<file path="src/rtl/btb_fetch_unit.sv">
// rtl/btb_fetch_unit.sv - fetch-stage next-PC generator with direct-mapped BTB
//
// Owns the fetch PC and a direct-mapped branch target buffer indexed by
// pc[INDEX_BITS+1:2]. The BTB hit and target are combined with the predictor's
// taken bit to steer fetch. The prediction is latched into IF/ID. Resolved taken
// branches from EX write the BTB, and EX mispredictions redirect the PC.
//
// Optional macro BTB_BYPASS_EN: when defined, a same-cycle EX update to the
// entry being looked up is forwarded into the lookup.
//
// Ports:
//   clk, rst            clock, asynchronous active-high reset
//   stall               hold PC and IF/ID prediction registers
//   load_IF_ID          IF/ID load enable
//   prediction          predictor taken bit for current pc
//   ex_update           EX resolved a taken branch: write BTB entry idx(ex_pc)
//   ex_pc, ex_target    PC and target of the resolved branch
//   ex_mispredict       redirect fetch to ex_correct_pc (overrides stall)
//   ex_correct_pc       redirect address
//   pc                  registered fetch PC
//   btb_hit, pred_taken combinational lookup results for pc
//   if_id_pred_taken    registered pred_taken
//   if_id_pred_target   registered predicted next PC
module btb_fetch_unit #(
  parameter logic [31:0] RESET_PC   = 32'h0000_0060,
  parameter int          INDEX_BITS = 4,
  parameter int          TAG_BITS   = 32 - INDEX_BITS - 2
) (
  input  logic        clk,
  input  logic        rst,
  input  logic        stall,
  input  logic        load_IF_ID,
  input  logic        prediction,
  input  logic        ex_update,
  input  logic [31:0] ex_pc,
  input  logic [31:0] ex_target,
  input  logic        ex_mispredict,
  input  logic [31:0] ex_correct_pc,
  output logic [31:0] pc,
  output logic        btb_hit,
  output logic        pred_taken,
  output logic        if_id_pred_taken,
  output logic [31:0] if_id_pred_target
);

  localparam int ENTRIES = 1 << INDEX_BITS;

  logic [31:0]           pc_q, pc_d;
  logic                  if_id_pred_taken_q, if_id_pred_taken_d;
  logic [31:0]           if_id_pred_target_q, if_id_pred_target_d;
  logic [ENTRIES-1:0]    valid_q, valid_d;
  logic [TAG_BITS-1:0]   tag_q    [ENTRIES];
  logic [TAG_BITS-1:0]   tag_d    [ENTRIES];
  logic [31:0]           target_q [ENTRIES];
  logic [31:0]           target_d [ENTRIES];

  logic [INDEX_BITS-1:0] idx, ex_idx;
  logic [TAG_BITS-1:0]   pc_tag, ex_tag;
  logic                  lk_valid;
  logic [TAG_BITS-1:0]   lk_tag;
  logic [31:0]           lk_target;
  logic [31:0]           pc_plus4;
  logic                  hit;
  logic                  taken;

  assign idx      = pc_q[INDEX_BITS+1:2];
  assign pc_tag   = pc_q[31:INDEX_BITS+2];
  assign ex_idx   = ex_pc[INDEX_BITS+1:2];
  assign ex_tag   = ex_pc[31:INDEX_BITS+2];
  assign pc_plus4 = pc_q + 32'd4;

  // Lookup reads the stored entry; the write from EX lands on the clock edge,
  // so without forwarding a same-cycle update is seen one cycle later.
  always_comb begin
    lk_valid  = valid_q[idx];
    lk_tag    = tag_q[idx];
    lk_target = target_q[idx];
`ifdef BTB_BYPASS_EN
    if (ex_update && (ex_idx == idx)) begin
      lk_valid  = 1'b1;
      lk_tag    = ex_tag;
      lk_target = ex_target;
    end
`else
`endif
  end

  assign hit   = lk_valid && (lk_tag == pc_tag);
  assign taken = hit && prediction;

  // Redirect beats stall so a flush is never lost behind a stalled front end.
  always_comb begin
    pc_d = pc_plus4;
    if (ex_mispredict) begin
      pc_d = ex_correct_pc;
    end else if (stall) begin
      pc_d = pc_q;
    end else if (taken) begin
      pc_d = lk_target;
    end
  end

  // The flush clears only the taken bit; the target field is meaningless
  // once taken is 0 and follows the normal load rule.
  always_comb begin
    if_id_pred_taken_d  = if_id_pred_taken_q;
    if_id_pred_target_d = if_id_pred_target_q;
    if (load_IF_ID && !stall) begin
      if_id_pred_taken_d  = taken;
      if_id_pred_target_d = taken ? lk_target : pc_plus4;
    end
    if (ex_mispredict) begin
      if_id_pred_taken_d = 1'b0;
    end
  end

  // Update is independent of stall; aliasing entries are simply replaced.
  always_comb begin
    valid_d  = valid_q;
    tag_d    = tag_q;
    target_d = target_q;
    if (ex_update) begin
      valid_d[ex_idx]  = 1'b1;
      tag_d[ex_idx]    = ex_tag;
      target_d[ex_idx] = ex_target;
    end
  end

  always_ff @(posedge clk or posedge rst) begin
    if (rst) begin
      pc_q                <= RESET_PC;
      valid_q             <= '0;
      if_id_pred_taken_q  <= 1'b0;
      if_id_pred_target_q <= RESET_PC + 32'd4;
    end else begin
      pc_q                <= pc_d;
      valid_q             <= valid_d;
      if_id_pred_taken_q  <= if_id_pred_taken_d;
      if_id_pred_target_q <= if_id_pred_target_d;
    end
  end

  // Tag and target storage carries no reset; valid bits gate its use.
  always_ff @(posedge clk) begin
    tag_q    <= tag_d;
    target_q <= target_d;
  end

  assign pc                = pc_q;
  assign btb_hit           = hit;
  assign pred_taken        = taken;
  assign if_id_pred_taken  = if_id_pred_taken_q;
  assign if_id_pred_target = if_id_pred_target_q;

endmodule

</file>
<file path="config.mk">
export PLATFORM = sky130hd
export DESIGN_NAME = btb_fetch_unit
export DESIGN_NICKNAME = d
export VERILOG_FILES = /design/src/rtl/btb_fetch_unit.sv
export SDC_FILE = /design/constraint.sdc
export NUM_CORES = 1
export LEC_CHECK = 0
export CORE_MARGIN = 4
export CORE_UTILIZATION = 27
export CTS_CLUSTER_DIAMETER = 150
export DETAILED_ROUTE_END_ITERATION = 8
export MAX_ROUTING_LAYER = met4
export PLACE_DENSITY = 0.47
export SYNTH_ARGS = -nofsm -noshare
export SYNTH_HDL_FRONTEND = slang
export SYNTH_SLANG_ARGS = --single-unit
export TNS_END_PERCENT = 1
</file>
<file path="constraint.sdc">
create_clock -name clk -period 4.1 [get_ports clk]
set_input_delay 0.41 -clock clk [delete_from_list [all_inputs] [get_ports clk]]
set_output_delay 0.41 -clock clk [all_outputs]
set_load 0.1 [all_outputs]
</file>
# [Word level (Yosys, flattened, before mapping)]
# Cells that the tools add are included.
[totals] regBits=1009
[classes] addsub=1 magnitude_cmp=6 n_eq_ne=2 n_mux=21 bitwise_logic=3 n_reduce_logical=7
[op_table] operator="bitwise mux 512 bit" count=1
[op_table] operator="bitwise mux 416 bit" count=1
[op_table] operator="two-way mux 32 bit" count=6
[op_table] operator="binary-select mux 32 bit (select 4 bit)" count=1
[op_table] operator="demux 32 bit (select 4 bit)" count=1
[op_table] operator="binary-select mux 26 bit (select 4 bit)" count=1
[op_table] operator="demux 26 bit (select 4 bit)" count=1
[op_table] operator="two-way mux 26 bit" count=3
[op_table] operator="adder 32 x 3 -> 32 bit, second input constant" count=1
[op_table] operator="== test 26 bit" count=1
[op_table] operator="bitwise OR 16 bit" count=1
[op_table] operator="greater-or-equal comparator 5 bit, second input constant" count=2
[op_table] operator="< comparator 4 x 5 -> 1 bit, second input constant" count=2
[op_table] operator="inverter 4 -> 5 bit" count=2
[op_table] operator="logical AND 1 bit" count=5
[op_table] operator="< comparator 5 x 1 -> 1 bit, second input constant" count=1
[op_table] operator="binary-select mux 1 bit (select 4 bit)" count=1
[op_table] operator="demux 1 bit (select 4 bit)" count=1
[op_table] operator="greater-or-equal comparator 4 x 1 -> 1 bit, second input constant" count=1
[op_table] operator="two-way mux 1 bit" count=4
[op_table] operator="inequality test 2 x 1 -> 1 bit, second input constant" count=1
[op_table] operator="nonzero test 2 bit" count=1
[op_table] operator="zero test 1 bit" count=1

# [Logic depth before layout (Yosys ltp)]
[logic_depth] ltp_word=10 ltp_mapped=16

# [Worst setup path after synthesis]
# No wires, ideal clock.
[synth_timing] kind="input -> register" start="in ex_pc[5]" end="reg valid_q[0]" arrival_ns=5.375 t_required_ns=4.011 slack_ns=-1.365 stages=3 path_buffers=0 path_cell_list="or3b_2 nor3_1 or2_2"
[synth_via] elab_chain_len=5
[synth_lines] element="start: declaration" line="35" source="input logic [31:0] ex_pc,"
[synth_lines] element="< comparator 4 x 5 -> 1 bit (implied by the code) / greater-or-equal comparator 4 x 1 -> 1 bit (equally long branches)" line="123" source="valid_d[ex_idx] = 1'b1;"
[synth_lines] element="logical AND 1 bit (implied by the code)" line="123"
[synth_lines] element="two-way mux 1 bit (implied by the code)" line="123"
[synth_lines] element="demux 1 bit (select 4 bit) (*)" line="123"
[synth_lines] element="bitwise OR 16 bit (no line) (*)"
[synth_lines] element="end signal: assignment" line="137" source="valid_q <= valid_d;"
[synth_lines] element="end: declaration" line="51" source="logic [ENTRIES-1:0] valid_q, valid_d;"
# Mark *: on every way between the ends. The rest lies on a longest branch, timed or not.
# A chain may end at the register's enable or synchronous reset.

# [Final worst setup path]
[layout_timing] start="reg pc_q[3] (netlist: pc[3])" end="out btb_hit"
[layout_via] elab_chain_len=6
[layout_lines] element="start: declaration" line="48" source="logic [31:0] pc_q, pc_d;"
[layout_lines] element="start signal: assignment" line="136" source="pc_q <= pc_d;"
[layout_lines] element="inverter 4 -> 5 bit (implied by the code)" line="76" source="lk_tag = tag_q[idx];"
[layout_lines] element="binary-select mux 26 bit (select 4 bit)" line="76"
[layout_lines] element="two-way mux 26 bit (implied by the code) (2 in a row)" line="76"
[layout_lines] element="== test 26 bit" line="88" source="assign hit = lk_valid && (lk_tag == pc_tag);"
[layout_lines] element="logical AND 1 bit (*)" line="88"
[layout_lines] element="end: declaration" line="40" source="output logic btb_hit,"
# Mark *: on every way between the ends. The rest lies on a longest branch, timed or not. The select of a mux whose other input is x is not followed.

==> metrics.md <==
| Metric | Value |
|---|---|
| Share of cells above drive strength 1 | `26.4%` |
| Data arrival, critical path | `3.85 ns` |
| PnR worst setup slack | `-0.161 ns` |
| Clk Latency, worst-skew pair | `0.73 ns` |
| Actual slew at the worst max-slew pin | `1.27 ns` |
| Clk buf depth | `3` |
| Post-DP HPWL | `84400 um` |
| Share of the synthesized area in the top cell type | `67.9%` |
| Via/cell ratio | `5.02` |
| Max VDD drop | `0.000298 V` |
| Num Clock Sinks | `1009` |
| Post-synth cell types | `67` |
| Net count, final | `2583` |
| Die W | `398 um` |
| Num ports | `170` |
| Critical path endpoint category | `primary output` |
| DRT met1 WL | `58700 um` |
| Failing checks | `negative setup slack` |
| Hold_ws | `0.252 ns` |
| Vias in the first global route | `23700` |
| Final worst-path cycle share | `104%` |
| Initial DRC count | `2167` |
| Yosys reg bits | `1009` |
| Die ar. | `158000 sq um` |
| Outcome | `finished, violations left` |
| Slowest cell on crit path | `dfrtp_4` |
| # rows | `142` |
| DRC Markers | `0` |
| Wire length on met3 | `9840 um` |
| Dpl ws | `0.0152 ns` |
| Fin. max-slew vios | `0` |
| Total CTS buffers | `105` |
| Top cell type by total area after synthesis | `edfxtp_1` |
| Met2 wire length | `62400 um` |
| H-tree depth reported by CTS | `3` |
| CTS root buffer | `clkbuf_16` |
| Global route total overflow | `0` |
| Port buffer count | `167` |
| Layout area overhead | `23.0%` |
| Min Clock Period, post-route | `4.26 ns` |
| Slew headroom | `14.8%` |
| Multi-input combinational cell area | `10800 sq um` |
| Max Freq | `0.235 GHz` |
| Die height | `398 um` |
| Synth Flop Type | `edfxtp_1` |
| Total of max-cap violations | `0` |
| Wire length per cell | `29.2 um` |
| Synth Area per Inst | `18.8 sq um` |
| Placed insts | `4363` |
| FF+latch area | `29900 sq um` |
| Crit-path max cell delay | `0.59 ns` |
| Routed Antenna Nets | `0` |
| Fillers | `14300` |
| Asr flop ratio synth | `8.03%` |
| Post-synth EDFFs | `928` |
| Starting Density | `27.3%` |
| Worst-path clk slew | `0.06 ns` |
| Synthesized Nets | `2283` |
| Top routing layer used | `met4` |
| Hold-fix buffers, CTS | `0` |
| Worst Path Max Fanout | `15` |
| Total Routing Usage GR | `17.2%` |
| Top post-synthesis cells by count | `928 x edfxtp_1, 224 x mux4_2, 113 x mux2i_1` |
| Total vias in the final route | `23000` |
| Routed WL | `134000 um` |
| Largest net degree at the start of global routing | `65` |
| Cells after Synth | `2179` |
| Core area | `150000 sq um` |
| Hold Path Class | `input pin to register` |
| Yosys warns | `0` |
| Critical path required time | `3.69 ns` |
| Non-filler cells, final | `4587` |
| Most frequent cell after synthesis | `edfxtp_1` |
| Pleak | `0.0164 uW` |
| Cell family with most CP delay | `simple AND/OR/NAND/NOR gates` |
| Pwr dens | `513 nW/um^2` |
| Drt pass-1 iters | `6` |
| Setup TNS | `-0.255 ns` |
| Crit-path cells | `bufbuf_16, nor2b_4, buf_4, a22oi_1, nand3_1, nand4_1, or4_4, a2111oi_4, and3_1, and2_4, buf_12` |
| Setup violators final | `2` |
| CP Class | `register to primary output` |
| First-pass GRT wire length | `187000 um` |
| Sequential area share after synthesis | `72.8%` |
| Finished Core Util | `33.6%` |
| Initial antenna violation count | `10` |
| Worst Setup Start Kind | `register` |
| Placer congestion estimate | `0.904` |
| Worst Path Buf+Inv | `3` |
| Unrepaired setup endpoints after global routing | `yes` |
| CTS tree | `yes` |
| Netlist Area Pre-Place | `41100 sq um` |
| Largest cells by area after synthesis | `edfxtp_1 68%, mux4_2 12%, dfrtp_1 4.6%, mux2i_1 2.8%, o41ai_1 1.2%` |
| Final Hold Fails | `0` |
| Skew final | `0.0505 ns` |
[cell usage in the layout, fill, tap and decap left out, types with 14 or more instances in the layout]
| master | n |
|---|---|
| edfxtp_1 | 928 |
| mux4_2 | 224 |
| clkdlybuf4s50_1 | 153 |
| buf_4 | 114 |
| clkbuf_16 | 106 |
| mux2i_1 | 105 |
| nand2_1 | 89 |
| dfrtp_1 | 73 |
| o21ai_1 | 58 |
| o41ai_1 | 56 |
| nor2_1 | 52 |
| nand2b_1 | 37 |
| buf_12 | 33 |
| a22oi_1 | 29 |
| xnor2_1 | 28 |
| clkinv_2 | 24 |
| inv_1 | 21 |
| clkinv_1 | 21 |
| nand3_1 | 20 |
| a31oi_1 | 19 |
| and2_1 | 17 |
| or2_2 | 17 |
| o31a_1 | 17 |
| nor3_1 | 15 |
| mux2_2 | 14 |
| clkbuf_1 | 14 |
[per-stage QoR]
step | total power [uW] | area (sq um)
after floorplan | 14600 | 41100
after CTS | 26100 | 50400
after global placement | 16200 | 46200
after detailed placement | 16300 | 46200
final | 25900 | 50500
after global routing | 26800 | 50500
[what timing repair did]
item | in CTS | in global routing
pin swaps | 6 | 0
cloned | 7 | 0
setup endpoints to repair | 2 | 2
resized for setup | 86 | 6
setup buffers | 19 | 0
[worst paths after layout]
kind                            slack (ns)  cells after the start               endpoint        startpoint
worst max-delay path                 -0.16                     11                btb_hit             pc[3]
worst min-delay path                  0.25                      2                  pc[1]  ex_correct_pc[1]
worst max register to register        0.20                     14                 pc[18]             pc[3]
worst min register to register        0.47                      1             valid_q[1]        valid_q[1]
max in group asynchronous             3.00                      3  if_id_pred_target[22]               rst
min in group asynchronous             0.26                      2             valid_q[8]               rst
[flip-flops by register name, summed over array words and instances, names as in the netlist]
name               flops
if_id_pred_taken       1
if_id_pred_target     32
pc                    32
tag_q                416
target_q             512
valid_q               16
[per-layer routing]
metal / up-vias / GRT usage, %
met5: - / -
met4: 0 / 4.27
met3: 175 / 3.21
met2: 934 / 26.6
met1: 12300 / 23.6
li1: 9575 / -
[area by class of cell]
type	instances	area share (%)
clock inverter	67	1.29
timing repair buffer	330	7.21
antenna	5	0.0248
sequential	1009	59.2
inverter	27	0.225
clock buffer	127	5.55
tap	2016	5.00
multi-input combinational	1006	21.5
[cells by family (layout without fill, tap and decap cells)]
family,after synthesis,in the layout,synth area share (%)
xor gates and xnor gates,40,40,0.853
muxes,351,351,15.4
DFF,1009,1009,72.8
other,0,5,0
and+or+nand+nor,326,326,3.95
AOI/OAI and AO/OA,288,288,5.11
adders and majority gates,1,1,0.0305
buffers and inverters,164,551,1.79
[power by group]
part           total, uW  leakage, uW  switching, uW  internal (uW)
Combinational       4540      0.00537           2760           1780
Sequential         11800      0.00933            256          11600
Clock               9520      0.00167           4030           5500
No activity file was read; power rests on OpenSTA's default activity.
